## src/rtl/pid_ctrl_tdm_pkg.sv

```systemverilog
// pid_ctrl_tdm_pkg: shared constants, config address map and width helpers for the TDM PID
package pid_ctrl_tdm_pkg;
  typedef enum logic [2:0] {
    CFG_KP       = 3'd0,
    CFG_KI       = 3'd1,
    CFG_KD       = 3'd2,
    CFG_INT_LIM  = 3'd3,
    CFG_SETPOINT = 3'd4
  } cfg_addr_e;
  localparam logic [0:0] ST_INIT = 1'b0;
  localparam logic [0:0] ST_RUN  = 1'b1;
  function automatic int prod_w(input int a, input int b);
    return a + b;
  endfunction
  function automatic int sum_w(input int a, input int b, input int c);
    return (a > b ? (a > c ? a : c) : (b > c ? b : c)) + 2;
  endfunction
endpackage

```

## src/rtl/pid_ctrl_tdm_if.sv

```systemverilog
// pid_ctrl_tdm_if: sample, config and result signals of the TDM PID
interface pid_ctrl_tdm_if #(
  parameter int CH_W      = 2,
  parameter int ERR_WIDTH = 12,
  parameter int INT_WIDTH = 20,
  parameter int OUT_WIDTH = 16
);
  logic                        s_valid;
  logic                        s_ready;
  logic [CH_W-1:0]             s_ch;
  logic signed [ERR_WIDTH-1:0] s_meas;
  logic                        cfg_we;
  logic [CH_W-1:0]             cfg_ch;
  logic [2:0]                  cfg_addr;
  logic [INT_WIDTH-1:0]        cfg_wdata;
  logic                        cfg_clr;
  logic                        m_valid;
  logic [CH_W-1:0]             m_ch;
  logic signed [OUT_WIDTH-1:0] m_pid;
  logic                        m_sat;
  modport master (
    output s_valid, s_ch, s_meas, cfg_we, cfg_ch, cfg_addr, cfg_wdata, cfg_clr,
    input  s_ready, m_valid, m_ch, m_pid, m_sat
  );
  modport slave (
    input  s_valid, s_ch, s_meas, cfg_we, cfg_ch, cfg_addr, cfg_wdata, cfg_clr,
    output s_ready, m_valid, m_ch, m_pid, m_sat
  );
endinterface

```

## src/rtl/pid_round_sat.sv

```systemverilog
// pid_round_sat: round-half-up right shift by FRAC, then saturate to OUT_W with a clip flag
module pid_round_sat #(
  parameter int IN_W  = 34,
  parameter int FRAC  = 10,
  parameter int OUT_W = 16
) (
  input  logic signed [IN_W-1:0]  din,
  output logic signed [OUT_W-1:0] dout,
  output logic                    sat
);
  localparam int W1 = IN_W + 1;
  localparam logic signed [IN_W:0] HALF = (W1'(1) << FRAC) >> 1;
  localparam logic signed [IN_W:0] MAXV = W1'((1 << (OUT_W - 1)) - 1);
  localparam logic signed [IN_W:0] MINV = ~MAXV;
  logic signed [IN_W:0] sh;
  assign sh   = ($signed({din[IN_W-1], din}) + HALF) >>> FRAC;
  assign sat  = sh > MAXV || sh < MINV;
  assign dout = sh > MAXV ? MAXV[OUT_W-1:0] : sh < MINV ? MINV[OUT_W-1:0] : sh[OUT_W-1:0];
endmodule

```

## src/rtl/pid_ctrl_tdm.sv

```systemverilog
// pid_ctrl_tdm: time-multiplexed multi-channel PID with programmable gains and saturating output
module pid_ctrl_tdm
  import pid_ctrl_tdm_pkg::*;
#(
  parameter int N_CH       = 4,
  parameter int ERR_WIDTH  = 12,
  parameter int COEF_WIDTH = 12,
  parameter int COEF_FRAC  = 10,
  parameter int INT_WIDTH  = 20,
  parameter int OUT_WIDTH  = 16
) (
  input logic           clk,
  input logic           rst_n,
  pid_ctrl_tdm_if.slave io
);
  localparam int CH_W = N_CH > 1 ? $clog2(N_CH) : 1;
  localparam int DW   = ERR_WIDTH + 1;
  localparam int IW1  = INT_WIDTH + 1;
  localparam int PW_P = prod_w(COEF_WIDTH, ERR_WIDTH);
  localparam int PW_I = prod_w(COEF_WIDTH, INT_WIDTH);
  localparam int PW_D = prod_w(COEF_WIDTH, DW);
  localparam int SW   = sum_w(PW_P, PW_I, PW_D);
  localparam logic [INT_WIDTH-1:0] LIM_CAP = {1'b0, {(INT_WIDTH-1){1'b1}}};
  logic [0:0]                   state;
  logic [CH_W-1:0]              init_ch;
  logic signed [COEF_WIDTH-1:0] kp [N_CH];
  logic signed [COEF_WIDTH-1:0] ki [N_CH];
  logic signed [COEF_WIDTH-1:0] kd [N_CH];
  logic [INT_WIDTH-1:0]         lim [N_CH];
  logic signed [ERR_WIDTH-1:0]  sp [N_CH];
  logic signed [INT_WIDTH-1:0]  integ [N_CH];
  logic signed [ERR_WIDTH-1:0]  prev_err [N_CH];
  logic                         accept;
  logic signed [DW-1:0]         raw_err;
  logic signed [ERR_WIDTH-1:0]  err_sat;
  logic                         unused_err_clip;
  logic                         s1_v, s2_v, s3_v;
  logic [CH_W-1:0]              s1_ch, s2_ch, s3_ch;
  logic signed [ERR_WIDTH-1:0]  s1_err, s2_err;
  logic signed [IW1-1:0]        integ_sum, lim_s, neg_lim;
  logic signed [INT_WIDTH-1:0]  integ_new, s2_integ;
  logic signed [DW-1:0]         diff, s2_diff;
  logic signed [PW_P-1:0]       s3_p;
  logic signed [PW_I-1:0]       s3_i;
  logic signed [PW_D-1:0]       s3_d;
  logic signed [SW-1:0]         sum;
  logic signed [OUT_WIDTH-1:0]  pid_out;
  logic                         pid_clip;
  assign io.s_ready = state == ST_RUN;
  assign accept     = io.s_valid && io.s_ready;
  assign raw_err    = DW'(sp[io.s_ch]) - DW'(io.s_meas);
  pid_round_sat #(.IN_W(DW), .FRAC(0), .OUT_W(ERR_WIDTH)) u_err_sat (
    .din(raw_err), .dout(err_sat), .sat(unused_err_clip)
  );
  assign lim_s     = $signed({1'b0, lim[s1_ch][INT_WIDTH-1] ? LIM_CAP : lim[s1_ch]});
  assign neg_lim   = -lim_s;
  assign integ_sum = IW1'(integ[s1_ch]) + IW1'(s1_err);
  assign integ_new = integ_sum > lim_s ? lim_s[INT_WIDTH-1:0] :
                     integ_sum < neg_lim ? neg_lim[INT_WIDTH-1:0] : integ_sum[INT_WIDTH-1:0];
  assign diff      = DW'(s1_err) - DW'(prev_err[s1_ch]);
  assign sum       = SW'(s3_p) + SW'(s3_i) + SW'(s3_d);
  pid_round_sat #(.IN_W(SW), .FRAC(COEF_FRAC), .OUT_W(OUT_WIDTH)) u_out_sat (
    .din(sum), .dout(pid_out), .sat(pid_clip)
  );
  // INIT sweep zeroes per-channel state; in RUN the S2 update applies, then a clear overrides it
  always_ff @(posedge clk) begin
    if (!rst_n) begin
      state   <= ST_INIT;
      init_ch <= '0;
    end else if (state == ST_INIT) begin
      integ[init_ch]    <= '0;
      prev_err[init_ch] <= '0;
      init_ch           <= init_ch + CH_W'(1);
      if (init_ch == CH_W'(N_CH - 1)) state <= ST_RUN;
    end else begin
      if (s1_v) begin
        integ[s1_ch]    <= integ_new;
        prev_err[s1_ch] <= s1_err;
      end
      if (io.cfg_clr) begin
        integ[io.cfg_ch]    <= '0;
        prev_err[io.cfg_ch] <= '0;
      end
    end
  end
  // runtime configuration registers, writable in any state
  always_ff @(posedge clk) begin
    if (!rst_n) begin
      for (int c = 0; c < N_CH; c++) begin
        kp[c]  <= '0;
        ki[c]  <= '0;
        kd[c]  <= '0;
        lim[c] <= '0;
        sp[c]  <= '0;
      end
    end else if (io.cfg_we) begin
      if (io.cfg_addr == CFG_KP) kp[io.cfg_ch] <= io.cfg_wdata[COEF_WIDTH-1:0];
      if (io.cfg_addr == CFG_KI) ki[io.cfg_ch] <= io.cfg_wdata[COEF_WIDTH-1:0];
      if (io.cfg_addr == CFG_KD) kd[io.cfg_ch] <= io.cfg_wdata[COEF_WIDTH-1:0];
      if (io.cfg_addr == CFG_INT_LIM) lim[io.cfg_ch] <= io.cfg_wdata;
      if (io.cfg_addr == CFG_SETPOINT) sp[io.cfg_ch] <= io.cfg_wdata[ERR_WIDTH-1:0];
    end
  end
  // valid chain and result registers; reset drops anything in flight
  always_ff @(posedge clk) begin
    if (!rst_n) begin
      s1_v       <= 1'b0;
      s2_v       <= 1'b0;
      s3_v       <= 1'b0;
      io.m_valid <= 1'b0;
      io.m_ch    <= '0;
      io.m_pid   <= '0;
      io.m_sat   <= 1'b0;
    end else begin
      s1_v       <= accept;
      s2_v       <= s1_v;
      s3_v       <= s2_v;
      io.m_valid <= s3_v;
      if (s3_v) begin
        io.m_ch  <= s3_ch;
        io.m_pid <= pid_out;
        io.m_sat <= pid_clip;
      end
    end
  end
  // datapath registers S1..S3, qualified by the valid chain
  always_ff @(posedge clk) begin
    s1_ch    <= io.s_ch;
    s1_err   <= err_sat;
    s2_ch    <= s1_ch;
    s2_err   <= s1_err;
    s2_integ <= integ_new;
    s2_diff  <= diff;
    s3_ch    <= s2_ch;
    s3_p     <= PW_P'(kp[s2_ch]) * PW_P'(s2_err);
    s3_i     <= PW_I'(ki[s2_ch]) * PW_I'(s2_integ);
    s3_d     <= PW_D'(kd[s2_ch]) * PW_D'(s2_diff);
  end
endmodule

```

## src/flat_wrapper.sv

```systemverilog
// flat-port wrapper written by rule: the top's interface ports become plain ports
module pid_ctrl_tdm_flat import pid_ctrl_tdm_pkg::*;
#(
  parameter int N_CH       = 4,
  parameter int ERR_WIDTH  = 12,
  parameter int COEF_WIDTH = 12,
  parameter int COEF_FRAC  = 10,
  parameter int INT_WIDTH  = 20,
  parameter int OUT_WIDTH  = 16
)
  (clk, rst_n, io_s_valid, io_s_ch, io_s_meas, io_cfg_we, io_cfg_ch, io_cfg_addr, io_cfg_wdata, io_cfg_clr, io_s_ready, io_m_valid, io_m_ch, io_m_pid, io_m_sat);
  pid_ctrl_tdm_if #(.CH_W(2), .ERR_WIDTH(ERR_WIDTH), .INT_WIDTH(INT_WIDTH), .OUT_WIDTH(OUT_WIDTH)) io_i ();
  input logic clk;
  input logic rst_n;
  input wire logic [$bits(io_i.s_valid)-1:0] io_s_valid;
  input wire logic [$bits(io_i.s_ch)-1:0] io_s_ch;
  input wire logic [$bits(io_i.s_meas)-1:0] io_s_meas;
  input wire logic [$bits(io_i.cfg_we)-1:0] io_cfg_we;
  input wire logic [$bits(io_i.cfg_ch)-1:0] io_cfg_ch;
  input wire logic [$bits(io_i.cfg_addr)-1:0] io_cfg_addr;
  input wire logic [$bits(io_i.cfg_wdata)-1:0] io_cfg_wdata;
  input wire logic [$bits(io_i.cfg_clr)-1:0] io_cfg_clr;
  output wire logic [$bits(io_i.s_ready)-1:0] io_s_ready;
  output wire logic [$bits(io_i.m_valid)-1:0] io_m_valid;
  output wire logic [$bits(io_i.m_ch)-1:0] io_m_ch;
  output wire logic [$bits(io_i.m_pid)-1:0] io_m_pid;
  output wire logic [$bits(io_i.m_sat)-1:0] io_m_sat;
  assign io_i.s_valid = io_s_valid;
  assign io_i.s_ch = io_s_ch;
  assign io_i.s_meas = io_s_meas;
  assign io_i.cfg_we = io_cfg_we;
  assign io_i.cfg_ch = io_cfg_ch;
  assign io_i.cfg_addr = io_cfg_addr;
  assign io_i.cfg_wdata = io_cfg_wdata;
  assign io_i.cfg_clr = io_cfg_clr;
  assign io_s_ready = io_i.s_ready;
  assign io_m_valid = io_i.m_valid;
  assign io_m_ch = io_i.m_ch;
  assign io_m_pid = io_i.m_pid;
  assign io_m_sat = io_i.m_sat;
  pid_ctrl_tdm #(.N_CH(N_CH), .ERR_WIDTH(ERR_WIDTH), .COEF_WIDTH(COEF_WIDTH), .COEF_FRAC(COEF_FRAC), .INT_WIDTH(INT_WIDTH), .OUT_WIDTH(OUT_WIDTH)) u_core (.clk(clk), .rst_n(rst_n), .io(io_i));
endmodule
```

## config.mk

```make
export PLATFORM = sky130hd
export DESIGN_NAME = pid_ctrl_tdm_flat
export DESIGN_NICKNAME = d
export VERILOG_FILES = /design/src/rtl/pid_ctrl_tdm_pkg.sv /design/src/rtl/pid_ctrl_tdm_if.sv /design/src/rtl/pid_round_sat.sv /design/src/rtl/pid_ctrl_tdm.sv /design/src/flat_wrapper.sv
export SDC_FILE = /design/constraint.sdc
export NUM_CORES = 2
export LEC_CHECK = 0
export CAP_MARGIN = 30
export CORE_ASPECT_RATIO = 0.75
export CORE_MARGIN = 5
export CORE_UTILIZATION = 35
export CTS_BUF_LIST = sky130_fd_sc_hd__clkbuf_2
export DETAILED_ROUTE_END_ITERATION = 6
export SLEW_MARGIN = 20
export SYNTH_ARGS = -nofsm -noshare
export SYNTH_HDL_FRONTEND = slang
export SYNTH_SLANG_ARGS = --single-unit
```

## constraint.sdc

```tcl
create_clock -name clk -period 7.9 [get_ports clk]
set_input_delay 0.79 -clock clk [delete_from_list [all_inputs] [get_ports clk]]
set_output_delay 0.79 -clock clk [all_outputs]
set_load 0.05 [all_outputs]
```

# Yosys cells after proc, flatten, opt, wreduce, memory -nomap -nowiden
# Memory sizes are Yosys's and may differ from the RTL's. A register that Yosys moved wholly into a read port is not among the register bits.
# Index checks and enable logic that the tools add are counted.
dict set report totals {
  reg_bits 170
  out_inout_bits 21
  mem_count 7
  ram_bits 400
}
dict set report classes {
  reduce_logical 10
  n_eq_ne 5
  add_sub_neg 8
  magnitude_cmp 6
  mul 3
  mux 61
}
# name depth word_bits rd rd_ports_with_merged_regs write_ports line_no
set mem_list {}
lappend mem_list {u_core.integ 4 20 1 1 2 pid_ctrl_tdm.sv:31} ;# logic signed [INT_WIDTH-1:0] integ [N_CH];
lappend mem_list {u_core.lim 4 20 1 1 4 pid_ctrl_tdm.sv:29} ;# logic [INT_WIDTH-1:0] lim [N_CH];
lappend mem_list {u_core.kd 4 12 1 1 4 pid_ctrl_tdm.sv:28} ;# logic signed [COEF_WIDTH-1:0] kd [N_CH];
lappend mem_list {u_core.ki 4 12 1 1 4 pid_ctrl_tdm.sv:27} ;# logic signed [COEF_WIDTH-1:0] ki [N_CH];
lappend mem_list {u_core.kp 4 12 1 1 4 pid_ctrl_tdm.sv:26} ;# logic signed [COEF_WIDTH-1:0] kp [N_CH];
lappend mem_list {u_core.prev_err 4 12 1 1 2 pid_ctrl_tdm.sv:32} ;# logic signed [ERR_WIDTH-1:0] prev_err [N_CH];
lappend mem_list {{+1 memories} - - - - - -}
# cell n
set op_table {}
lappend op_table {{$mux 20} 4}
lappend op_table {{$mux 12} 6}
lappend op_table {{$reduce_or 12->1} 5}
lappend op_table {{$mux 1} 41}
lappend op_table {{$reduce_or 20->1} 2}
lappend op_table {{$add 34x11->35 const B} 1}
lappend op_table {{$add 33x25->34} 1}
lappend op_table {{$add 24x32->33} 1}
lappend op_table {{$mul 12x20->32} 1}
lappend op_table {{$mux 16} 2}
lappend op_table {{$sub 12x12->13} 2}
lappend op_table {{$gt 25x16->1 const B} 1}
lappend op_table {{$lt 25x16->1 const B} 1}
lappend op_table {{$mul 12x13->25} 1}
lappend op_table {{$mul 12x12->24} 1}
lappend op_table {{$add 20x12->21} 1}
lappend op_table {{$gt 21x21->1} 1}
lappend op_table {{$lt 21x21->1} 1}
lappend op_table {{$neg 20->21} 1}
lappend op_table {{$mux 19} 1}
lappend op_table {{$mux 2} 7}
lappend op_table {{$gt 13x12->1 const B} 1}
lappend op_table {{$lt 13x12->1 const B} 1}
lappend op_table {{$eq 3x2->1 const B} 2}
lappend op_table {{other kinds (7)} 7}

# Logic depth before layout (Yosys ltp)
dict set report depth {
  depth_word 7
  depth_mapped 29
  ltp_nobuf 24
}

# By module
# From an unflattened synthesis, not the netlist that was laid out.
dict set report hier_totals {
  cells_unflattened 4659
  area_unflattened_um2 46799.9
}
# module cells_each instances seq_area_each_um2 area_each_um2
set by_module_without_submodules {}
lappend by_module_without_submodules {pid_ctrl_tdm 4511 1 14133.6 45906.5}
lappend by_module_without_submodules {{pid_round_sat at u_core.u_out_sat} 110 1 0.0 719.4}
lappend by_module_without_submodules {{pid_round_sat at u_core.u_err_sat} 38 1 0.0 173.9}

# Worst setup path after synthesis
# Ideal clock, no wire load.
dict set report synth_timing {
  path_kind {flip-flop to flip-flop}
  startpoint {register u_core.s2_ch[0] (netlist name)}
  endpoint {register u_core.s3_i[30]}
  setup_slack_ps 793
  setup_ps 72
  t_arrival_ps 7035
  synth_period_minus_slack_ps 7107
  required_time_ps 7828
  stages_incl_launch_ff 25
  cell_sequence {dfxtp_1 -> clkbuf_1 -> buf_1 -> mux4_2 -> clkbuf_1 -> and2_1 -> fa_1 -> inv_1 -> fa_1 -> inv_1 -> fa_1 -> fa_1 -> inv_1 -> fa_1 -> inv_1 -> ha_1 -> or3_1 -> a211oi_1 -> nor3_1 -> o2111ai_1 -> nand2_1 -> a2111oi_0 -> o41ai_1 -> a21oi_1 -> xnor2_1}
}
# item line_no
set synth_lines {}
lappend synth_lines {{to (signal assigned)} pid_ctrl_tdm.sv:136} ;# s3_i <= PW_I'(ki[s2_ch]) * PW_I'(s2_integ);
lappend synth_lines {{to (decl)} pid_ctrl_tdm.sv:44} ;# logic signed [PW_I-1:0] s3_i;

==> run_results.csv <==
group,metric,value,unit
grt,grt.total_usage,0.172,
synth,synthArstFlopShare,0,
cts,cts-root-buf,"clkbuf_2",
grt,grt_pass1_vias,32400,
route,wl_met1,57100,um
synth,ys_types,79,
sta,hold_viol,0,
route,dr_total_vias,31500,
critical_path,cp_max_fo,26,
sta,fin_crit,7.01,ns
final_layout,layout-area-overhead-vs-synth,8.89,%
synth,synth_nets,5471,
critical_path,required,9.04,ns
critical_path,end_kind,"flop",
cts,path_clk_slew,0.12,ns
die,die-area,139000,um2
route,drt_iter0_drc,2215,
sta,relSlewSlack,0.341,
placement,portBuffers,64,
cts,clock_latency,1.37,ns
synth,netlist_instances,4570,
run,drv_cap,0,
sta,final_max_slew_viol_count,0,
cts,cts_tree,"done",
final_layout,final_common_cell,"inv_1",
sta,clock_skew,0.173,ns
cts,cts-htree-levels,4,
cts,clockBufferDepth,3,
synth,synth_edf_count,272,
placement,place_hpwl,89800,um
synth,ys_warn_count,0,
die,die_height,324,um
die,rows,115,
route,wl_met3,10800,um
final_layout,finalNetCount,5549,
grt,antenna_found_initial,10,
die,start_util,0.351,
synth,ys_ff_latch,570,
route,first_pass_iters,6,
critical_path,crit_path_start_kind,"flop",
grt,grt_start_max_net_pins,74,
final_layout,num-fill-cells,13200,
synth,synth_top_area_share,0.235,
final_layout,drive_above_1_share,0.0944,
sta,rsz0062_at_grt,"false",
sta,setup_tns,0,ns
die,die_w,428,um
synth,yosys_most_used_dff,"dfxtp_1",
critical_path,rr_worst_depth,22,
route,route.detailed.drc,0,
sta,finalSetupViolCount,0,
synth,synth_area,45900,um2
placement,gp_congestion,0.859,
synth,yosysSeqAreaShare,0.308,
sta,timing.final.crit_share,0.888,
grt,grt-ovfl-total,0,
cts,postCtsSetupRepairBufs,0,
die,boundaryPins,65,
route,via_per_inst,4.83,
worst_hold_path,worstHoldPathCells,1,
critical_path,arrival,8.15,ns
die,core_area,131000,um2
worst_hold_path,min_path_type,"in2reg",
route,dr.max_layer_used,"met5",
run_status,status,"finished clean",
route,wire_per_inst,18.2,um
synth,synthTopCellsByArea,"fa_1 23%, edfxtp_1 18%, dfxtp_1 13%",
route,ant_nets,0,
synth,avgSynthCellArea,10.0,um2
cts,cts_buffers,137,
grt,grt_pass1_wl,187000,um
route,finalWirelength,118000,um
synth,synth_top_area_cell,"fa_1",
critical_path,path_class,"reg2reg",
cts,clock_sinks,570,
sta,whs,0.124,ns
sta,worstMarginPinSlew,0.986,ns
sta,fmax,0.143,GHz
route,met2_length,48200,um
final_layout,most-common-layout-cells,"796 x inv_1, 543 x nand2_1, 538 x fa_1, 380 x nor2_1, 319 x ha_1",
==> cell families (layout without fill, tap and decap cells) <==
logic type	count (synthesis)	count (layout)	synth area share
AO/OA/AOI/OAI	525	525	0.0726
XOR/XNOR	143	143	0.0273
adder cells (fa/ha/maj)	857	857	0.322
buffers and inverters	994	1178	0.0817
flip-flops	570	570	0.308
multiplexers	128	128	0.0554
other	0	4	0
AND/OR/NAND/NOR	1353	1353	0.134
==> worst paths after layout <==
path | from | to | slack [ns]
max | u_core.s2_ch[0] | u_core.s3_d[24] | 0.89
min | io_s_ch[0] | u_core.s1_ch[0] | 0.12
max reg2reg | u_core.s2_ch[0] | u_core.s3_d[24] | 0.89
min reg2reg | u_core.s2_v | u_core.s3_v | 0.45
==> sequential cells by signal, summed over array words and instances (netlist names), 24 cells and up <==
name,flops
u_core.s3_d,25
u_core.prev_err,48
u_core.s3_i,32
u_core.kd,48
u_core.integ,80
u_core.ki,48
u_core.s3_p,24
u_core.lim,80
u_core.kp,48
u_core.sp,48
==> metrics by stage <==
stage	instance area [um2]	instances	setup WS [ns]	util
after floorplan	45900	4570	0.793	-
after CTS	49900	6504	0.873	0.382
after detailed placement	48500	6249	0.908	0.371
after global routing	50000	6511	0.320	0.383
final	50000	6513	0.888	0.383
after global placement	48500	6245	0.965	0.371
==> synthesized netlist by cell type, types with 9 or more instances <==
cell type	n
or3_1	13
a31oi_1	14
edfxtp_1	272
or2_2	15
xor2_1	36
a21boi_0	11
and2_1	176
clkbuf_1	174
o21bai_1	9
nor2_1	384
buf_1	13
a22o_1	69
xnor2_1	107
fa_1	538
nand3_1	66
buf_2	10
mux4_2	98
and3_1	13
mux2i_1	22
a21oi_1	170
nor2b_1	34
nand2_1	543
inv_1	796
o21ai_0	115
ha_1	319
nor3_1	38
nand2b_1	29
a211oi_1	9
a21o_1	41
o21a_1	21
o21ai_1	14
dfxtp_1	298
==> critical path: stages (launching register included) <==
cell and delay, ns:
dfxtp_2 0.65, buf_4 0.53, mux4_2 0.74, nand2_1 0.15, fa_1 0.43, inv_1 0.07, ha_1 0.23, fa_1 0.50
inv_1 0.06, fa_1 0.50, fa_1 0.49, inv_1 0.04, ha_1 0.31, a21oi_1 0.21, o21ai_0 0.14, a211oi_1 0.35
nor3_1 0.12, o31ai_1 0.48, o21ai_0 0.31, nand4_1 0.17, nand4b_1 0.10, a21oi_1 0.19, xnor2_1 0.09
==> routing by layer <==
metal | vias to the layer above | GRT usage
li1 | 14900 | -
met1 | 15400 | 0.255
met2 | 1066 | 0.247
met3 | 154 | 0.0504
met4 | 2 | 0.0453
met5 | - | 0
==> cell type report <==
class	count	area (um2)	share of cell area
Clock buffer	206	1030	0.0206
Timing Repair Buffer	137	1280	0.0257
Antenna cell	4	10.0	0.000200
Inverter	796	2990	0.0598
Clock inverter	39	253	0.00506
Multi-Input combinational cell	3006	28100	0.562
Tap cell	1755	2200	0.0439
Sequential cell	570	14100	0.283
==> repair_timing <==
item | CTS | global route
endpoints found under the hold margin | 40 | 0
endpoints found under the setup margin | 0 | 0
gates resized for setup | 0 | 0
hold buffers | 10 | 0
Power is not shown: default switching activity piles up to over one toggle a cycle in this logic, so the estimate is an artifact.
